<file path="src/rtl/adc_pkg.sv">
// Shared types and defaults for the ADC frame packager.
package adc_pkg;

    typedef enum logic [2:0] {
        StIdle,
        StStart,
        StData,
        StCsum,
        StEnd
    } state_t;

    localparam logic [7:0] DEFAULT_START_BYTE = 8'h00;
    localparam logic [7:0] DEFAULT_END_BYTE   = 8'hFF;

    function automatic int unsigned bps(input int unsigned width);
        return width / 8;
    endfunction

endpackage

</file>
<file path="src/rtl/adc_snapshot_buffer.sv">
// Working/pending sample registers. The working copy only changes between frames,
// so the frame being serialised is never disturbed.
module adc_snapshot_buffer
    import adc_pkg::*;
#(
    parameter int unsigned WIDTH = 96
) (
    input  logic             clk,
    input  logic             rst,
    input  logic             i_capture,
    input  logic             i_promote,
    input  logic             i_busy,
    input  logic [WIDTH-1:0] i_data,
    output logic [WIDTH-1:0] o_working,
    output logic             o_pending_full,
    output logic             o_overrun
);

    logic [WIDTH-1:0] r_working;
    logic [WIDTH-1:0] r_pending;
    logic             r_pend_full;
    logic             r_overrun;

    always_ff @(posedge clk or posedge rst) begin
        if (rst) begin
            r_working   <= '0;
            r_pending   <= '0;
            r_pend_full <= 1'b0;
            r_overrun   <= 1'b0;
        end else begin
            r_overrun <= 1'b0;
            if (i_promote) begin
                // End-of-frame handoff: a strobe here never overruns.
                if (r_pend_full) begin
                    r_working <= r_pending;
                    if (i_capture) begin
                        r_pending <= i_data;
                    end else begin
                        r_pend_full <= 1'b0;
                    end
                end else if (i_capture) begin
                    r_working <= i_data;
                end
            end else if (i_capture) begin
                if (!i_busy) begin
                    r_working <= i_data;
                end else if (!r_pend_full) begin
                    r_pending   <= i_data;
                    r_pend_full <= 1'b1;
                end else begin
                    r_overrun <= 1'b1;
                end
            end
        end
    end

    assign o_working      = r_working;
    assign o_pending_full = r_pend_full;
    assign o_overrun      = r_overrun;

endmodule

</file>
<file path="src/rtl/adc_frame_packager.sv">
// Serialises N ADC channel snapshots into a start/payload/checksum/end byte frame
// over a valid/ready byte stream.
module adc_frame_packager
    import adc_pkg::*;
#(
    parameter int unsigned ADC_DATA_WIDTH = 16,
    parameter int unsigned ADC_COUNT      = 6,
    parameter logic [7:0]  START_BYTE     = DEFAULT_START_BYTE,
    parameter logic [7:0]  END_BYTE       = DEFAULT_END_BYTE,
    parameter bit          CHECKSUM_EN    = 1'b1
) (
    input  logic                                clk,
    input  logic                                rst,
    input  logic [ADC_COUNT*ADC_DATA_WIDTH-1:0] data_adc,
    input  logic                                write_enable,
    input  logic                                tx_ready,
    output logic [7:0]                          data_out,
    output logic                                tx_valid,
    output logic                                busy,
    output logic                                frame_done,
    output logic                                overrun
);

    localparam int unsigned BPS   = bps(ADC_DATA_WIDTH);
    localparam int unsigned TOT_W = ADC_COUNT * ADC_DATA_WIDTH;
    localparam int unsigned CH_W  = (ADC_COUNT > 1) ? $clog2(ADC_COUNT) : 1;
    localparam int unsigned BY_W  = (BPS > 1) ? $clog2(BPS) : 1;
    localparam logic [CH_W-1:0] LAST_CH  = CH_W'(ADC_COUNT - 1);
    localparam logic [BY_W-1:0] TOP_BYTE = BY_W'(BPS - 1);

    state_t            r_state;
    state_t            w_state_d;
    logic [CH_W-1:0]   r_ch, w_ch_d;
    logic [BY_W-1:0]   r_byte, w_byte_d;
    logic [7:0]        r_csum, w_csum_d;
    logic [7:0]        r_data_out, w_data_d;
    logic              r_tx_valid;
    logic              r_busy;
    logic              w_xfer;
    logic              w_promote;
    logic              w_frame_done;
    logic              w_pend_full;
    logic              w_overrun;
    logic [TOT_W-1:0]  w_working;

    function automatic logic [7:0] payload_byte(input logic [TOT_W-1:0] words,
                                                input logic [CH_W-1:0]  ch,
                                                input logic [BY_W-1:0]  by);
        logic [TOT_W-1:0] shifted;
        shifted = words >> (int'(ch) * int'(ADC_DATA_WIDTH) + int'(by) * 8);
        return shifted[7:0];
    endfunction

    adc_snapshot_buffer #(
        .WIDTH (TOT_W)
    ) u_snapshot (
        .clk            (clk),
        .rst            (rst),
        .i_capture      (write_enable),
        .i_promote      (w_promote),
        .i_busy         (r_state != StIdle),
        .i_data         (data_adc),
        .o_working      (w_working),
        .o_pending_full (w_pend_full),
        .o_overrun      (w_overrun)
    );

    assign w_xfer = r_tx_valid && tx_ready;

    always_comb begin
        w_state_d    = r_state;
        w_ch_d       = r_ch;
        w_byte_d     = r_byte;
        w_csum_d     = r_csum;
        w_promote    = 1'b0;
        w_frame_done = 1'b0;
        w_data_d     = 8'h00;
        unique case (r_state)
            StIdle: if (write_enable) w_state_d = StStart;
            StStart: begin
                if (w_xfer) begin
                    w_state_d = StData;
                    w_ch_d    = '0;
                    w_byte_d  = TOP_BYTE;
                end
            end
            StData: begin
                if (w_xfer) begin
                    w_csum_d = r_csum ^ r_data_out;
                    if (r_byte != '0) begin
                        w_byte_d = r_byte - BY_W'(1);
                    end else if (r_ch != LAST_CH) begin
                        w_byte_d = TOP_BYTE;
                        w_ch_d   = r_ch + CH_W'(1);
                    end else begin
                        w_state_d = CHECKSUM_EN ? StCsum : StEnd;
                    end
                end
            end
            StCsum: if (w_xfer) w_state_d = StEnd;
            StEnd: begin
                if (w_xfer) begin
                    w_promote    = 1'b1;
                    w_frame_done = 1'b1;
                    w_state_d    = (w_pend_full || write_enable) ? StStart : StIdle;
                end
            end
            default: w_state_d = StIdle;
        endcase

        if (w_state_d == StStart && r_state != StStart) begin
            w_csum_d = '0;
        end

        // Output byte is precomputed from next state so data_out/tx_valid stay registered.
        unique case (w_state_d)
            StStart: w_data_d = START_BYTE;
            StData:  w_data_d = payload_byte(w_working, w_ch_d, w_byte_d);
            StCsum:  w_data_d = w_csum_d;
            StEnd:   w_data_d = END_BYTE;
            default: w_data_d = 8'h00;
        endcase
    end

    always_ff @(posedge clk or posedge rst) begin
        if (rst) begin
            r_state    <= StIdle;
            r_ch       <= '0;
            r_byte     <= '0;
            r_csum     <= '0;
            r_data_out <= 8'h00;
            r_tx_valid <= 1'b0;
            r_busy     <= 1'b0;
        end else begin
            r_state    <= w_state_d;
            r_ch       <= w_ch_d;
            r_byte     <= w_byte_d;
            r_csum     <= w_csum_d;
            r_data_out <= w_data_d;
            r_tx_valid <= (w_state_d != StIdle);
            r_busy     <= (w_state_d != StIdle);
        end
    end

    assign data_out   = r_data_out;
    assign tx_valid   = r_tx_valid;
    assign busy       = r_busy;
    assign frame_done = w_frame_done;
    assign overrun    = w_overrun;

endmodule
</file>
<file path="config.mk">
export PLATFORM = sky130hd
export DESIGN_NAME = adc_frame_packager
export DESIGN_NICKNAME = d
export VERILOG_FILES = /design/src/rtl/adc_pkg.sv /design/src/rtl/adc_snapshot_buffer.sv /design/src/rtl/adc_frame_packager.sv
export SDC_FILE = /design/constraint.sdc
export NUM_CORES = 1
export LEC_CHECK = 0
export ABC_AREA = 1
export ABC_CLOCK_PERIOD_IN_PS = 6200
export CAP_MARGIN = 20
export CORE_ASPECT_RATIO = 1.25
export CORE_MARGIN = 1.5
export CORE_UTILIZATION = 51
export CTS_CLUSTER_SIZE = 40
export DETAILED_ROUTE_END_ITERATION = 8
export PLACE_DENSITY = 0.76
export SYNTH_ARGS = -nofsm -noshare
export SYNTH_HDL_FRONTEND = slang
export SYNTH_SLANG_ARGS = --single-unit
</file>
<file path="constraint.sdc">
create_clock -name clk -period 6.2 [get_ports clk]
set_clock_uncertainty 0.2 [all_clocks]
set_input_delay 0.62 -clock clk [delete_from_list [all_inputs] [get_ports clk]]
set_output_delay 0.62 -clock clk [all_outputs]
set_load 0.05 [all_outputs]
</file>
# Yosys cells after proc, flatten, opt, wreduce, memory -nomap -nowiden
# Cells that the tools add are included.
# totals
register_bits	218
latchBits	0
ram_bits	0
romBits	0
inputBits	100
output_inout_bits	12
wordCells	85
mem_count	0
# classes
add_sub_neg	3
multipliers	0
n_div	0
order_cmp	0
eq_ne	14
shift	1
muxes	44
bitwise	1
reduce_logical	12
# op_table
op	n
$mux W96	10
$shr A96 B8 Y8	1
$mux W3	11
$mux W8	3
$pmux W8 S3	1
$mux W1	16
$pmux W3 S5	1
$eq A3 B2 Y1 const B	4
$add A7 B4 Y8	1
$xor A8 B8 Y8	1
$eq A3 B1 Y1 const B	2
$eq A3 B3 Y1 const B	2
$ne A2 B2 Y1 const B	3
$pmux W3 S2	1
$reduce_bool A2 Y1	3
$reduce_bool A3 Y1	2
$reduce_and A5 Y1	1
$add A3 B1 Y3 const B	1
$logic_not A3 Y1	1
$ne A3 B1 Y1 const B	1
$ne A3 B3 Y1 const B	1
$reduce_and A3 Y1	1
$logic_and A1 B1 Y1	2
$ne A2 B1 Y1 const B	1
4 further kinds	4

# Logic depth before layout (Yosys ltp)
# logic_depth
word_depth	9
depth_mapped	15
mapped_depth_nobuf	14

# Cells and area by module
# A second synthesis with hierarchy kept.
# unflattened
hier_cells	1525
area_unflattened_um2	11162.0
# modules_own_cells
mod	n_inst	cells_per_inst	area_per_inst_um2	seq_area_each_um2
adc_snapshot_buffer	1	1155	8851.0	4854.7
adc_frame_packager	1	370	2311.0	600.6

# Worst setup path after synthesis
# Ideal clock, no wire load.
# synth_timing
path_type	register to register
start	register, netlist name busy
end	register r_data_out[0] (netlist: data_out[0])
arrival_ns	1.898
t_required_ns	5.880
setup_slack_ns	3.981
stages_incl_launch_ff	13
synth_period_minus_slack_ns	2.219
path_cell_list	dfrtp_1 -> nand2_2 -> inv_2 -> nand3_4 -> nor2_2 -> nor2_1 -> nor2_4 -> buf_2 -> nand3_1 -> nand3_1 -> nand3_1 -> nand2_1 -> nand2_1
# synth_lines
item	line	text
end signal: assignment	adc_frame_packager.sv:139	r_data_out <= w_data_d;
end: declaration	adc_frame_packager.sv:36	logic [7:0] r_data_out, w_data_d;

# Final worst setup path
# layout_timing
start	register r_state[0]
end	register u_snapshot.r_pending[37]
# layout_via
elab_chain_len	4
word_cells_on_any_way	9
# layout_rtl
item	line	text
start: declaration	adc_frame_packager.sv:31	state_t r_state;
start signal: assignment	adc_frame_packager.sv:127	r_state <= StIdle;
start signal: assignment	adc_frame_packager.sv:135	r_state <= w_state_d;
$eq A3 B3 Y1	adc_frame_packager.sv:78	unique case (r_state)
$mux W1	adc_frame_packager.sv:78	
$ne A2 B1 Y1 (no line) (tied with other cells)	--	
$reduce_and A5 Y1 (no line)	--	
end signal: assignment	adc_snapshot_buffer.sv:37	r_pending <= i_data;
end signal: assignment	adc_snapshot_buffer.sv:48	r_pending <= i_data;
end: declaration	adc_snapshot_buffer.sv:20	logic [WIDTH-1:0] r_pending;
# Parallel ways exist; a longest one is shown, timed or not.
# A chain may end at the register's enable or synchronous reset.

==> run metrics <==
status=finished clean; Leakage Power=6.141 nW; RSZ-0062 raised after global routing=no; Clock Power Share=21.6%; Worst Max-Slew Pin Slew=1.002 ns; Die X=130.4 µm; max cap viols=0; Critical Path Fanout Max=102; post-synthesis sequential area ratio=52.69%; area fraction in and, or, nand and nor cells after synthesis=22.39%; vias in the first global route=8472; Die Span Y=162.3 µm; Post-DRT Antenna Nets=0; post-route cell area=12250 µm²; pin count of the biggest net entering global routing=134; largest family of logic cells by synthesized area=simple AND/OR/NAND/NOR gates; top cell type by total area after synthesis=dfrtp_1; Fin. Hold Viols=0; worst skew pair latency=0.51 ns; Top Usage Layer GRT=met2; Yosys top cell area share=52.69%; DP HPWL=16.29 mm; vias per inst=5.325; most common cell in the netlist=nand2_1; mux cell area share after synthesis=0%; num rows=58; Worst EP required=6.36 ns; DR DRC count=0; crit end category=flop; cell-internal power=0.003561 W; # hold bufs at CTS=0; number of flops mapped to enable cells by yosys=0; CP Class=reg -> reg; Non-Filler Instances=1641; postcts setup bufs=0; TritonCTS clock tree=built; IR Drop Worst-Case VDD=0.0002262 V; worst path arrival time=3.56 ns; num ports=112; placed cell areas=11500 µm²; initial antenna violation count=0; Routed WL per cell=15.39 µm; Net Count, Synth=1398; Congestion Overflow GR=0; CTS buffer count=22; crit path launch type=flop; Post-Synth XOR/XNOR Area=0.7613%; Top FF cell, synth=dfrtp_1; slew margin rel.=33.20%; fraction of layout cells with a size suffix above 1=5.616%; FILL cells=1788; Hold Crit Class=in -> async; sw frac=40.14%; number of DRC markers in iteration 0=787; Synth area leaders=dfrtp_1 53%, nand2_1 14%, o21ai_0 9.0%; # diodes=0; final setup fails=0; Post-Place Cells=1601; # nets final=1459; met1 Usage GRT=32.97%; # H-tree levels=1; Ys Warns=0; ys async rst share=100.0%; Synth top cells by count=385 x nand2_1, 218 x dfrtp_1, 187 x o21ai_0; Syn-to-layout area delta=18.28%; PwrDens=485.8 nW/µm²; routed vias=8739; synthesized cell area=10350 µm²; Syn Area/Cell=7.989 µm²; DRT Pass-1 Iters=5; fin crit share=54.83%; post-cts resize count=0; gp weighted congestion=0.8809; synthesized instance count=1296; Max Clk Rate=294.2 MHz; Compound-Gate Fraction of Synth Area=15.61%; drt total wl=25.25 mm; port bufs=111; clock root buffer=clkbuf_16; switching power=0.002388 W; Setup TNS Final=0 ns; Reg clk slew, reported paths=0.06 ns; post-layout min period=3.399 ns; core area=20030 µm²; first-pass GRT wire length=41.11 mm; sequential fraction of design power=41.2%; grt met3 use=3.821%; Die ar.=21170 µm²; CTS max path bufs=3; Initial Util=51.69%; synthesized flop and latch total=218; grt met2 use=39.14%; Overall Global Routing Usage=24.32%; Final Slew Violations=0; Yosys cell types=31; CTS sink count=218; Combinational Power Share=37.2%; adder-cell share of the synthesized area=0.2417%
routing by layer:
metal / share of wire [%] / vias up
met5: 0 / -
met4: 3.5 / 0
met3: 5.3 / 61
met2: 48 / 258
met1: 43 / 4117
li1: - / 4303
registers in the layout (all words and copies together) (netlist names):
register                   flops
r_ch                           3
r_csum                         8
u_snapshot.o_working          96
r_byte                         1
data_out                       8
u_snapshot.r_pending          96
u_snapshot.o_pending_full      1
busy                           1
u_snapshot.o_overrun           1
r_state                        3
power by group through the flow:
stage               Sequential [W]  Combinational (W)  Clock, W
floorplan                  0.00241            0.00162         0
global placement           0.00244            0.00212         0
detailed placement         0.00245            0.00218         0
CTS                        0.00244            0.00221   0.00131
global route               0.00251            0.00250   0.00136
finish                     0.00245            0.00221   0.00129
final cells by class:
class,instances,area [µm²],area share [%]
inverter,120,459.2,3.749
clock buffer,32,659.4,5.384
timing repair buffer,122,1226,10.01
multi-input combinational,873,4070,33.23
sequential,218,5455,44.54
clock inverter,6,38.79,0.3167
tap,270,337.8,2.758
cells in the final DEF, fill, tap and decap left out:
| cell type | count |
|---|---|
| nand2_1 | 384 |
| dfrtp_1 | 218 |
| o21ai_0 | 187 |
| nand3_1 | 125 |
| inv_1 | 111 |
| clkdlybuf4s50_1 | 111 |
| a21oi_1 | 105 |
| clkbuf_16 | 23 |
| nor2_1 | 14 |
| o21ai_1 | 11 |
| buf_4 | 9 |
| xor2_1 | 8 |
| a31oi_1 | 8 |
| inv_2 | 7 |
| nor2_2 | 5 |
| clkbuf_8 | 5 |
| nand2_2 | 4 |
| nor2_4 | 4 |
| nand3_4 | 4 |
| clkbuf_1 | 4 |
| clkinvlp_4 | 3 |
| clkinv_2 | 3 |
| nand2_4 | 2 |
| o22ai_1 | 2 |
| clkinv_4 | 2 |
| ha_1 | 2 |
| a21oi_4 | 1 |
| a21o_1 | 1 |
| a21oi_2 | 1 |
| nand2_8 | 1 |
| xnor2_1 | 1 |
| o21ai_2 | 1 |
| o211ai_1 | 1 |
| nor3_1 | 1 |
| buf_12 | 1 |
| buf_16 | 1 |
cell families after synthesis:
logic type,Yosys count
flip-flops,218
AND/OR/NAND/NOR,544
adder cells (fa/ha/maj),2
AO/OA/AOI/OAI,318
XOR/XNOR,9
buffers and inverters,205
per-stage QoR:
step	hold slack (ns)	setup WS [ns]	util [%]	power (W)
CTS	0.2828	2.845	60.91	0.005953
floorplan	0.2479	2.540	-	0.004037
global route	0.1918	2.512	61.14	0.006379
global placement	0.2611	2.476	57.42	0.004561
finish	0.1856	2.801	61.14	0.005950
detailed placement	0.2671	2.390	57.42	0.004631
path summary, 6_finish.rpt:
kind / startpoint / to / slack [ns] / cells past startpoint
setup / recovery: r_state[0] / u_snapshot.r_pending[37] / 2.80 / 9
hold / removal: rst / u_snapshot.r_pending[75] / 0.19 / 2
setup reg to reg: r_state[0] / u_snapshot.r_pending[37] / 2.80 / 9
hold reg to reg: u_snapshot.r_pending[1] / u_snapshot.r_pending[1] / 0.28 / 2
max in group asynchronous: rst / u_snapshot.o_working[33] / 4.26 / 4
min in group clk: u_snapshot.r_pending[1] / u_snapshot.r_pending[1] / 0.28 / 2
critical path: stages (launching register included):
cell and delay [ns]:
dfrtp_1 0.45, nor2_2 0.19, nand2_2 0.11, nor2_4 0.15, nand2_4 0.31, nand2_1 0.24
nand3_4 0.71, buf_4 0.59, nand2_1 0.12, o21ai_0 0.09
(Power assumes the default switching activity.)
